==> config.mk <==
export PLATFORM = sky130hd
export DESIGN_NAME = switch_debounce_bank
export DESIGN_NICKNAME = d
export VERILOG_FILES = /design/src/rtl/switch_pkg.sv /design/src/rtl/switch_debounce_ch.sv /design/src/rtl/switch_debounce_bank.sv
export SDC_FILE = /design/constraint.sdc
export NUM_CORES = 1
export LEC_CHECK = 0
export CORE_ASPECT_RATIO = 2
export CORE_MARGIN = 4
export CORE_UTILIZATION = 50
export CTS_BUF_LIST = sky130_fd_sc_hd__clkbuf_4
export CTS_CLUSTER_SIZE = 20
export DETAILED_ROUTE_END_ITERATION = 10
export GPL_TIMING_DRIVEN = 0
export HOLD_SLACK_MARGIN = 0.12
export PLACE_DENSITY = 0.74
export SLEW_MARGIN = 20
export SYNTH_ARGS = -nofsm -noshare
export SYNTH_HDL_FRONTEND = slang
export SYNTH_SLANG_ARGS = --single-unit
==> constraint.sdc <==
create_clock -name i_Clk -period 3.66 [get_ports i_Clk]
set_input_delay 1.098 -clock i_Clk [delete_from_list [all_inputs] [get_ports i_Clk]]
set_output_delay 1.098 -clock i_Clk [all_outputs]
set_load 0.03 [all_outputs]
==> src/rtl/switch_pkg.sv <==
// Shared constants for the switch conditioning path: board clock, debounce
// window and the counter-width helper used by each channel.
package switch_pkg;

    localparam int CLK_HZ                 = 12_000_000;
    localparam int DEBOUNCE_MS            = 10;
    localparam int DEBOUNCE_LIMIT_DEFAULT = CLK_HZ / 1000 * DEBOUNCE_MS;

    // Counter only has to reach limit-1, so clog2(limit) bits suffice.
    function automatic int cnt_width(input int limit);
        return (limit <= 2) ? 1 : $clog2(limit);
    endfunction

endpackage

==> src/rtl/switch_debounce_ch.sv <==
// One switch channel: input synchroniser, stability counter, debounced level,
// registered press/release pulses and press-driven toggle.
module switch_debounce_ch
    import switch_pkg::*;
#(
    parameter int DEBOUNCE_LIMIT = DEBOUNCE_LIMIT_DEFAULT,
    parameter int SYNC_STAGES    = 2
) (
    input  logic clk,
    input  logic rst,
    input  logic sw,
    output logic db,
    output logic press,
    output logic rel,
    output logic toggle
);

    localparam int            CW      = cnt_width(DEBOUNCE_LIMIT);
    localparam logic [CW-1:0] CNT_MAX = CW'(DEBOUNCE_LIMIT - 1);

    logic [SYNC_STAGES-1:0] sync_pipe;
    logic [CW-1:0]          cnt;
    logic                   sync;
    logic                   mismatch;
    logic                   hit;

    always_comb begin
        sync     = sync_pipe[SYNC_STAGES-1];
        mismatch = (sync != db);
        hit      = mismatch && (cnt == CNT_MAX);
    end

    always_ff @(posedge clk or posedge rst) begin
        if (rst) begin
            sync_pipe <= '0;
            cnt       <= '0;
            db        <= 1'b0;
            press     <= 1'b0;
            rel       <= 1'b0;
            toggle    <= 1'b0;
        end else begin
            sync_pipe <= {sync_pipe[SYNC_STAGES-2:0], sw};
            // Pulses are registered alongside db so they line up with the new level.
            press     <= hit && sync;
            rel       <= hit && !sync;
            if (hit && sync)
                toggle <= ~toggle;
            if (!mismatch) begin
                cnt <= '0;
            end else if (hit) begin
                cnt <= '0;
                db  <= sync;
            end else begin
                cnt <= cnt + 1'b1;
            end
        end
    end

    assert property (@(posedge clk) disable iff (rst) cnt <= CNT_MAX);

endmodule

==> src/rtl/switch_debounce_bank.sv <==
// Bank of NUM_SW independent debounce channels feeding the switch-to-LED logic.
module switch_debounce_bank
    import switch_pkg::*;
#(
    parameter int NUM_SW         = 4,
    parameter int DEBOUNCE_LIMIT = DEBOUNCE_LIMIT_DEFAULT,
    parameter int SYNC_STAGES    = 2
) (
    input  logic              i_Clk,
    input  logic              i_Rst,
    input  logic [NUM_SW-1:0] i_Switch,
    output logic [NUM_SW-1:0] o_Switch_Db,
    output logic [NUM_SW-1:0] o_Press,
    output logic [NUM_SW-1:0] o_Release,
    output logic [NUM_SW-1:0] o_Toggle
);

    for (genvar g = 0; g < NUM_SW; g++) begin : g_ch
        switch_debounce_ch #(
            .DEBOUNCE_LIMIT(DEBOUNCE_LIMIT),
            .SYNC_STAGES   (SYNC_STAGES)
        ) u_ch (
            .clk    (i_Clk),
            .rst    (i_Rst),
            .sw     (i_Switch[g]),
            .db     (o_Switch_Db[g]),
            .press  (o_Press[g]),
            .rel    (o_Release[g]),
            .toggle (o_Toggle[g])
        );
    end

endmodule

# Yosys cells after proc, flatten, opt, wreduce, memory -nomap -nowiden
# Index checks and enable logic that the tools add are counted.
# totals
ff_bits,92
in_bits,6
output_inout_bits,16
wordCells,68
# op_classes
add_sub_neg,4
eq_ne,8
mux,8
bitwise_logic,4
reduce_logical,20
# op_table
op,n
17-bit two-way mux,8
17-bit by 1-bit adder with 17-bit output (second input constant),4
17-bit equality test (second input constant),4
1-bit logical AND,12
2-bit AND reduction,4
1-bit zero test,4
1-bit inequality test,4
1-bit inverter,4

# Longest topological paths before layout
# Gate-level depths: netlist (run 1).
# depth
ltp_word,4
ltp_mapped,7

# Hierarchy
# Synthesis (run 1) repeated with hierarchy kept, for this count alone.
# hier_totals
cells_unflattened,388
hier_area_um2,4249.1
# modules_own_cells
module,n_inst,cells_each,area_per_inst_um2,seq_area_each_um2
switch_debounce_ch,4,97,1062.3,575.6

# Worst setup path after synthesis (run 1)
# OpenSTA, ideal clock, no wires.
# synth_path
path_kind,register to register
start,register g_ch[3].u_ch.cnt[0]
end,register g_ch[3].u_ch.db
arrival_time_ps,1682
slack_ps,1853
path_stages_with_launch,6
n_path_buf,0
synth_period_minus_slack_ps,1807
cell_sequence,dfrtp_1 > ha_1 > nand4_1 > or2_1 > or3_4 > mux2_4
# synth_between
elab_chain_len,3
# synth_lines
item,line,rtl
from (decl),switch_debounce_ch.sv:22,logic [CW-1:0] cnt;
from (signal assigned),switch_debounce_ch.sv:54,cnt <= cnt + 1'b1;
17-bit equality test,switch_debounce_ch.sv:30,hit = mismatch && (cnt == CNT_MAX);
1-bit logical AND,switch_debounce_ch.sv:30,
2-bit AND reduction (no source line),-,
to (signal assigned),switch_debounce_ch.sv:52,db <= sync;
to (decl),switch_debounce_ch.sv:12,"output logic db,"
# No other way between the ends.
# A chain may end at the register's enable or synchronous reset.

# Worst setup path after layout (run 1)
# layout_path
start,register g_ch[3].u_ch.db
end,output o_Switch_Db[3]
# layout_lines
item,line,rtl
to (decl),switch_debounce_bank.sv:12,"output logic [NUM_SW-1:0] o_Switch_Db,"
# No word-level cell between the ends.

==> results of run 1 <==
[registers in the layout (all words and copies together) (netlist names)]
| name | cells |
|---|---|
| g_ch.u_ch.db | 4 |
| g_ch.u_ch.cnt | 68 |
| g_ch.u_ch.toggle | 4 |
| g_ch.u_ch.sync_pipe | 8 |
| g_ch.u_ch.rel | 4 |
| g_ch.u_ch.press | 4 |
[critical path, stage by stage (launching register included)]
cell and delay (ps):
dfrtp_1 440, buf_4 130, clkdlybuf4s50_1 660
[layout make-up]
| cell class | count | area, sq um | area share |
|---|---|---|---|
| multi-input combinational | 291 | 1832 | 0.3780 |
| clock inverter | 6 | 55.05 | 0.01136 |
| tap | 98 | 122.6 | 0.02530 |
| buffer | 24 | 170.2 | 0.03511 |
| inverter | 13 | 51.30 | 0.01059 |
| timing repair buffer | 22 | 237.7 | 0.04906 |
| clock buffer | 10 | 75.07 | 0.01549 |
| sequential | 92 | 2302 | 0.4751 |
[synthesized netlist by cell type, types with 2 or more instances]
cell,number
a21oi_1,3
nand4_1,18
nand3b_1,2
o31ai_1,2
dfrtp_1,92
nand2_1,20
and3_1,5
nand3_1,22
nor2_1,78
nor4_2,2
xor2_1,10
nand2b_1,2
buf_4,18
nor3b_1,4
nor4_1,21
inv_1,12
nor2b_1,3
buf_2,4
or3_4,2
xnor2_1,55
and4_1,2
nor4b_1,2
and2_1,2
nor3_1,12
or4_1,2
ha_1,4
[report_power, final]
part | leakage [nW] | total, mW | internal, mW | switching, mW
Sequential | 1.26 | 1.05 | 1.03 | 0.0158
Clock | 0.0712 | 0.534 | 0.210 | 0.324
Combinational | 0.651 | 0.0712 | 0.0262 | 0.0450
Total | 1.98 | 1.65 | 1.27 | 0.385
[per-stage QoR]
step	cells	setup WS [ps]
4_1_cts	556	874.2
5_1_grt	556	818.3
3_5_place_dp	540	1378
3_3_place_gp	539	-1133
2_1_floorplan	420	170.0
6_report	556	903.8
[metal layers]
metal  global-route usage  vias up
met5                    0        -
met4              0.07545        0
met3              0.03802       17
met2               0.2926       51
met1               0.1964     1503
li1                     -     1488
[kinds of logic (layout without fill, tap and decap cells)]
group           after synthesis  in the layout  share of synthesized area
simple gates                208            208                     0.2489
flops                        92             92                     0.5289
xor+xnor                     65             65                     0.1308
buf+inv                      37             75                    0.05030
compound gates               11             11                    0.02098
fa+ha+maj                     4              4                    0.01150
mux                           3              3                   0.008622
[how the worst min path moves through the flow]
stage,startpoint,endpoint,slack [ps],depth (start not counted)
after floorplan,g_ch[0].u_ch.sync_pipe[0],g_ch[0].u_ch.sync_pipe[1],330,0
after global placement,g_ch[2].u_ch.sync_pipe[0],g_ch[2].u_ch.sync_pipe[1],330,0
after detailed placement,g_ch[2].u_ch.sync_pipe[0],g_ch[2].u_ch.sync_pipe[1],340,0
after CTS,g_ch[0].u_ch.sync_pipe[0],g_ch[0].u_ch.sync_pipe[1],360,0
after global routing,g_ch[2].u_ch.sync_pipe[0],g_ch[2].u_ch.sync_pipe[1],370,0
final,g_ch[0].u_ch.sync_pipe[0],g_ch[0].u_ch.sync_pipe[1],360,0
==> flow_summary.json, run 1 <==
{
  "synth_area_leaders": "dfrtp_1 53%, xnor2_1 11%, nor2_1 6.7%, buf_4 3.1%, nor4_1 3.0%",
  "viasPerCell": 5.502,
  "endpoint_kind": "primary output",
  "synth_top_area_frac": 0.5289,
  "fmax_mhz": 362.8,
  "cts-root-buf": "clkbuf_4",
  "crit_path_end": "o_Switch_Db[3]",
  "diodes": 0,
  "wl_per_cell_um": 14.18,
  "grt_max_degree": 50,
  "gr-total-overflow": 0,
  "nets": 463,
  "yosysTopAreaCell": "dfrtp_1",
  "synth_edf_count": 0,
  "synth_seq_cells": 92,
  "syn_area_per_cell_sq_um": 10.36,
  "fillCellCount": 731,
  "period_needed_ps": 2756,
  "gp_congestion": 0.8706,
  "worstPathRequired_ps": 2560,
  "drive_gt1_frac": 0.1114,
  "clk_latency_ps": 450,
  "yosysWarnings": 0,
  "ys_seq_area_frac": 0.5289,
  "met3WireLength_um": 270,
  "finalSetupViolCount": 0,
  "highest_layer": "met4",
  "ctsResizeCount": 0,
  "htreeDepth": 3,
  "crit_arrival_ps": 1660,
  "antenna_left": 0,
  "maxSlewHeadroom": 0.6310,
  "firstDrtPassIters": 5,
  "clock-sinks": 92,
  "netlist_area_sq_um": 4353,
  "drc": 0,
  "async_reset_ff_frac": 1.000,
  "critPathLaunchType": "flop",
  "hold_violations": 0,
  "rows": 47,
  "final_common_cell": "dfrtp_1",
  "ys.flop_type": "dfrtp_1",
  "fin_skew_ps": 22.26,
  "status": "finished, final reports clean",
  "rr_endpoint": "g_ch[3].u_ch.cnt[9]",
  "p_total_mw": 1.652,
  "die_area_sq_um": 10350,
  "grt_pass1_vias": 3100,
  "area_delta_synth_final_pct": 11.33,
  "worstRegToRegCells": 6,
  "hold_path_class": "reg -> reg",
  "initial_core_util": 0.5176,
  "initialDrtViolationCount": 209,
  "final_cell_mix": "92 x dfrtp_1, 78 x nor2_1, 55 x xnor2_1",
  "die_x_um": 73.98,
  "cap_violations": 0,
  "wl_mm": 7.882,
  "dp.final_hpwl_mm": 5.739,
  "p_leak_nw": 1.979,
  "ys_types": 47,
  "final_cell_area_sq_um": 4846,
  "core_sq_um": 8409,
  "ios": 22,
  "finalHoldWorstSlack_ps": 361.3,
  "reg2reg_slack_ps": 1620,
  "grt_antenna_before_repair": 0,
  "cts_tree": "built",
  "rsz0062_at_grt": "no",
  "place_area_sq_um": 4716,
  "post-cts-setup-buffers": 0,
  "r2r_start": "g_ch[3].u_ch.cnt[0]",
  "setup.worst_path.start": "g_ch[3].u_ch.db",
  "power.density_nw_per_um2": 341.0,
  "synthesis.nets": 430,
  "grt_pass1_wl_mm": 14.01,
  "num_vias": 3059,
  "vdd_drop_max_mv": 0.1814,
  "path_max_fanout": 5,
  "die_h_um": 140.0,
  "portBuffers": 21,
  "dr_wl_met2_mm": 4.271,
  "finalSetupTns_ps": 0,
  "critical_path_class": "reg -> out",
  "hold_buffers": 0,
  "clkTransAtPathRegs_ps": 130,
  "worst_pin_slew_ps": 553.4,
  "wl_met1_mm": 3.146,
  "numCtsBuffers": 9,
  "finalCritPeriodShare": 0.7531,
  "final_util": 0.5763,
  "netlist_instances": 420,
  "grt_usage": 0.1704,
  "maxSlewViolCount": 0,
  "clk_path_buf_depth": 2
}
Power figures use the tool's default switching activity.
==> run 2: changes to the inputs <==
clock period = 2.37 ns   (was 3.66 ns; I/O delays follow)
==> run 2 against run 1 <==
Flip-flop and latch count unchanged. Final area up 0.59%. Register-to-register slack got worse by 1300 ps. Global-route usage down 0.17 points. Critical endpoint is now o_Press[0].
==> flow_summary.json, run 2 (same netlist as run 1, synthesis figures left out) <==
{
  "status": "finished, final reports clean",
  "die_x_um": 73.98,
  "die_area_sq_um": 10350,
  "num_vias": 3088,
  "grt_pass1_vias": 3172,
  "cap_violations": 0,
  "wl_mm": 7.961,
  "hold_violations": 0,
  "portBuffers": 21,
  "wl_per_cell_um": 14.27,
  "initialDrtViolationCount": 198,
  "antenna_left": 0,
  "p_total_mw": 2.640,
  "power.density_nw_per_um2": 541.6,
  "initial_core_util": 0.5176,
  "dp_cells": 541,
  "cts-root-buf": "clkbuf_4",
  "drive_gt1_frac": 0.1176,
  "maxSlewHeadroom": 0.5212,
  "drc": 0,
  "finalCritPeriodShare": 0.9603,
  "rsz0062_at_grt": "no",
  "final_cell_mix": "92 x dfrtp_1, 78 x nor2_1, 55 x xnor2_1",
  "finalSetupViolCount": 0,
  "viasPerCell": 5.534,
  "core_sq_um": 8409,
  "maxSlewViolCount": 0,
  "final_common_cell": "dfrtp_1",
  "vdd_drop_max_mv": 0.3390,
  "area_delta_synth_final_pct": 11.99,
  "grt_usage": 0.1687,
  "ios": 22,
  "stdcell_count": 558,
  "path_max_fanout": 1,
  "reg2reg_slack_ps": 370,
  "die_h_um": 140.0,
  "clock-sinks": 92,
  "gr-total-overflow": 0,
  "p_leak_nw": 2.040,
  "hold_path_class": "reg -> reg",
  "clk_latency_ps": 460,
  "crit_arrival_ps": 1560,
  "clk_path_buf_depth": 2,
  "cts_tree": "built",
  "worst_pin_slew_ps": 716.7,
  "final_util": 0.5797,
  "period_needed_ps": 2276,
  "nets": 464,
  "reg_top3": "g_ch.u_ch.cnt (68), g_ch.u_ch.sync_pipe (8)",
  "rows": 47,
  "fin_skew_ps": 21.06,
  "critPathLaunchType": "flop",
  "gp_congestion": 0.8779,
  "dp.final_hpwl_mm": 5.751,
  "endpoint_kind": "primary output",
  "largest_reg_flops": 68,
  "critical_path_class": "reg -> out",
  "largest_register": "g_ch.u_ch.cnt",
  "clkTransAtPathRegs_ps": 160,
  "htreeDepth": 3,
  "hold_buffers": 0,
  "grt_pass1_wl_mm": 14.01,
  "firstDrtPassIters": 4,
  "grt_antenna_before_repair": 1,
  "worstPathRequired_ps": 1660,
  "fmax_mhz": 439.4,
  "numCtsBuffers": 9,
  "grt_max_degree": 34
}
run 2: changes by cell type in the layout (fill, tap and decap cells not counted), sizes merged, moves of 3 or more:
cell | previous run | this run
inv | 13 | 16
clkdlybuf4s50 | 21 | 13
clkinv | 4 | 1
dlygate4sd2 | 0 | 7
run 2: area by class of cell:
| class | count | area, sq um |
|---|---|---|
| repair buffers | 23 | 244.0 |
| well taps | 98 | 122.6 |
| multi-input cells | 291 | 1832 |
| clock buffers | 9 | 67.56 |
| inverters | 13 | 52.55 |
| clock inverters | 7 | 81.33 |
| diodes | 1 | 2.502 |
| fillers | 740 | 3535 |
| flip-flops and latches | 92 | 2302 |
| plain buffers | 24 | 170.2 |
run 2: power breakdown:
part | internal (mW) | leakage (nW) | total, mW | switching [mW]
sequential | 1.59 | 1.26 | 1.62 | 0.0244
clock | 0.339 | 0.0779 | 0.910 | 0.572
combinational | 0.0422 | 0.705 | 0.112 | 0.0699
run 2: worst max-delay path, stage by stage, from the launching register on:
cell and delay, ps:
dfrtp_1 360, buf_4 90, clkdlybuf4s50_1 650
run 2: path summary, 6_finish.rpt:
path / from / endpoint / cells past startpoint
hold / removal: g_ch[2].u_ch.sync_pipe[0] / g_ch[2].u_ch.sync_pipe[1] / 0
setup reg to reg: g_ch[3].u_ch.cnt[0] / g_ch[3].u_ch.cnt[8] / 6
min in group asynchronous: i_Rst / g_ch[0].u_ch.press / 2
setup / recovery: g_ch[0].u_ch.press / o_Press[0] / 2
hold reg to reg: g_ch[2].u_ch.sync_pipe[0] / g_ch[2].u_ch.sync_pipe[1] / 0
max in group asynchronous: i_Rst / g_ch[2].u_ch.cnt[1] / 3
run 2: what timing repair did:
action	CTS	global route
setup endpoints to repair	7	1
resized for setup	7	1
setup buffers	0	0
endpoints found under the hold margin	0	0
run 2: per-layer routing:
layer,global-route usage,wire length [um],vias to the layer above
met4,0.06399,144,0
met3,0.03802,307,11
li1,-,-,1483
met2,0.2963,4353,68
met5,0,0,-
met1,0.1928,3156,1526
run 2: through the flow:
stage                     TNS [ps]  hold slack (ps)  setup slack [ps]  area [sq um]
final                            0            364.5             94.14          4875
after global routing             0            378.7             14.86          4875
after CTS                        0            365.9             22.09          4870
after detailed placement         0            334.7             381.1          4730
after global placement      -33010            334.4            -361.0          4690
after floorplan                  0            331.2             562.9          4357
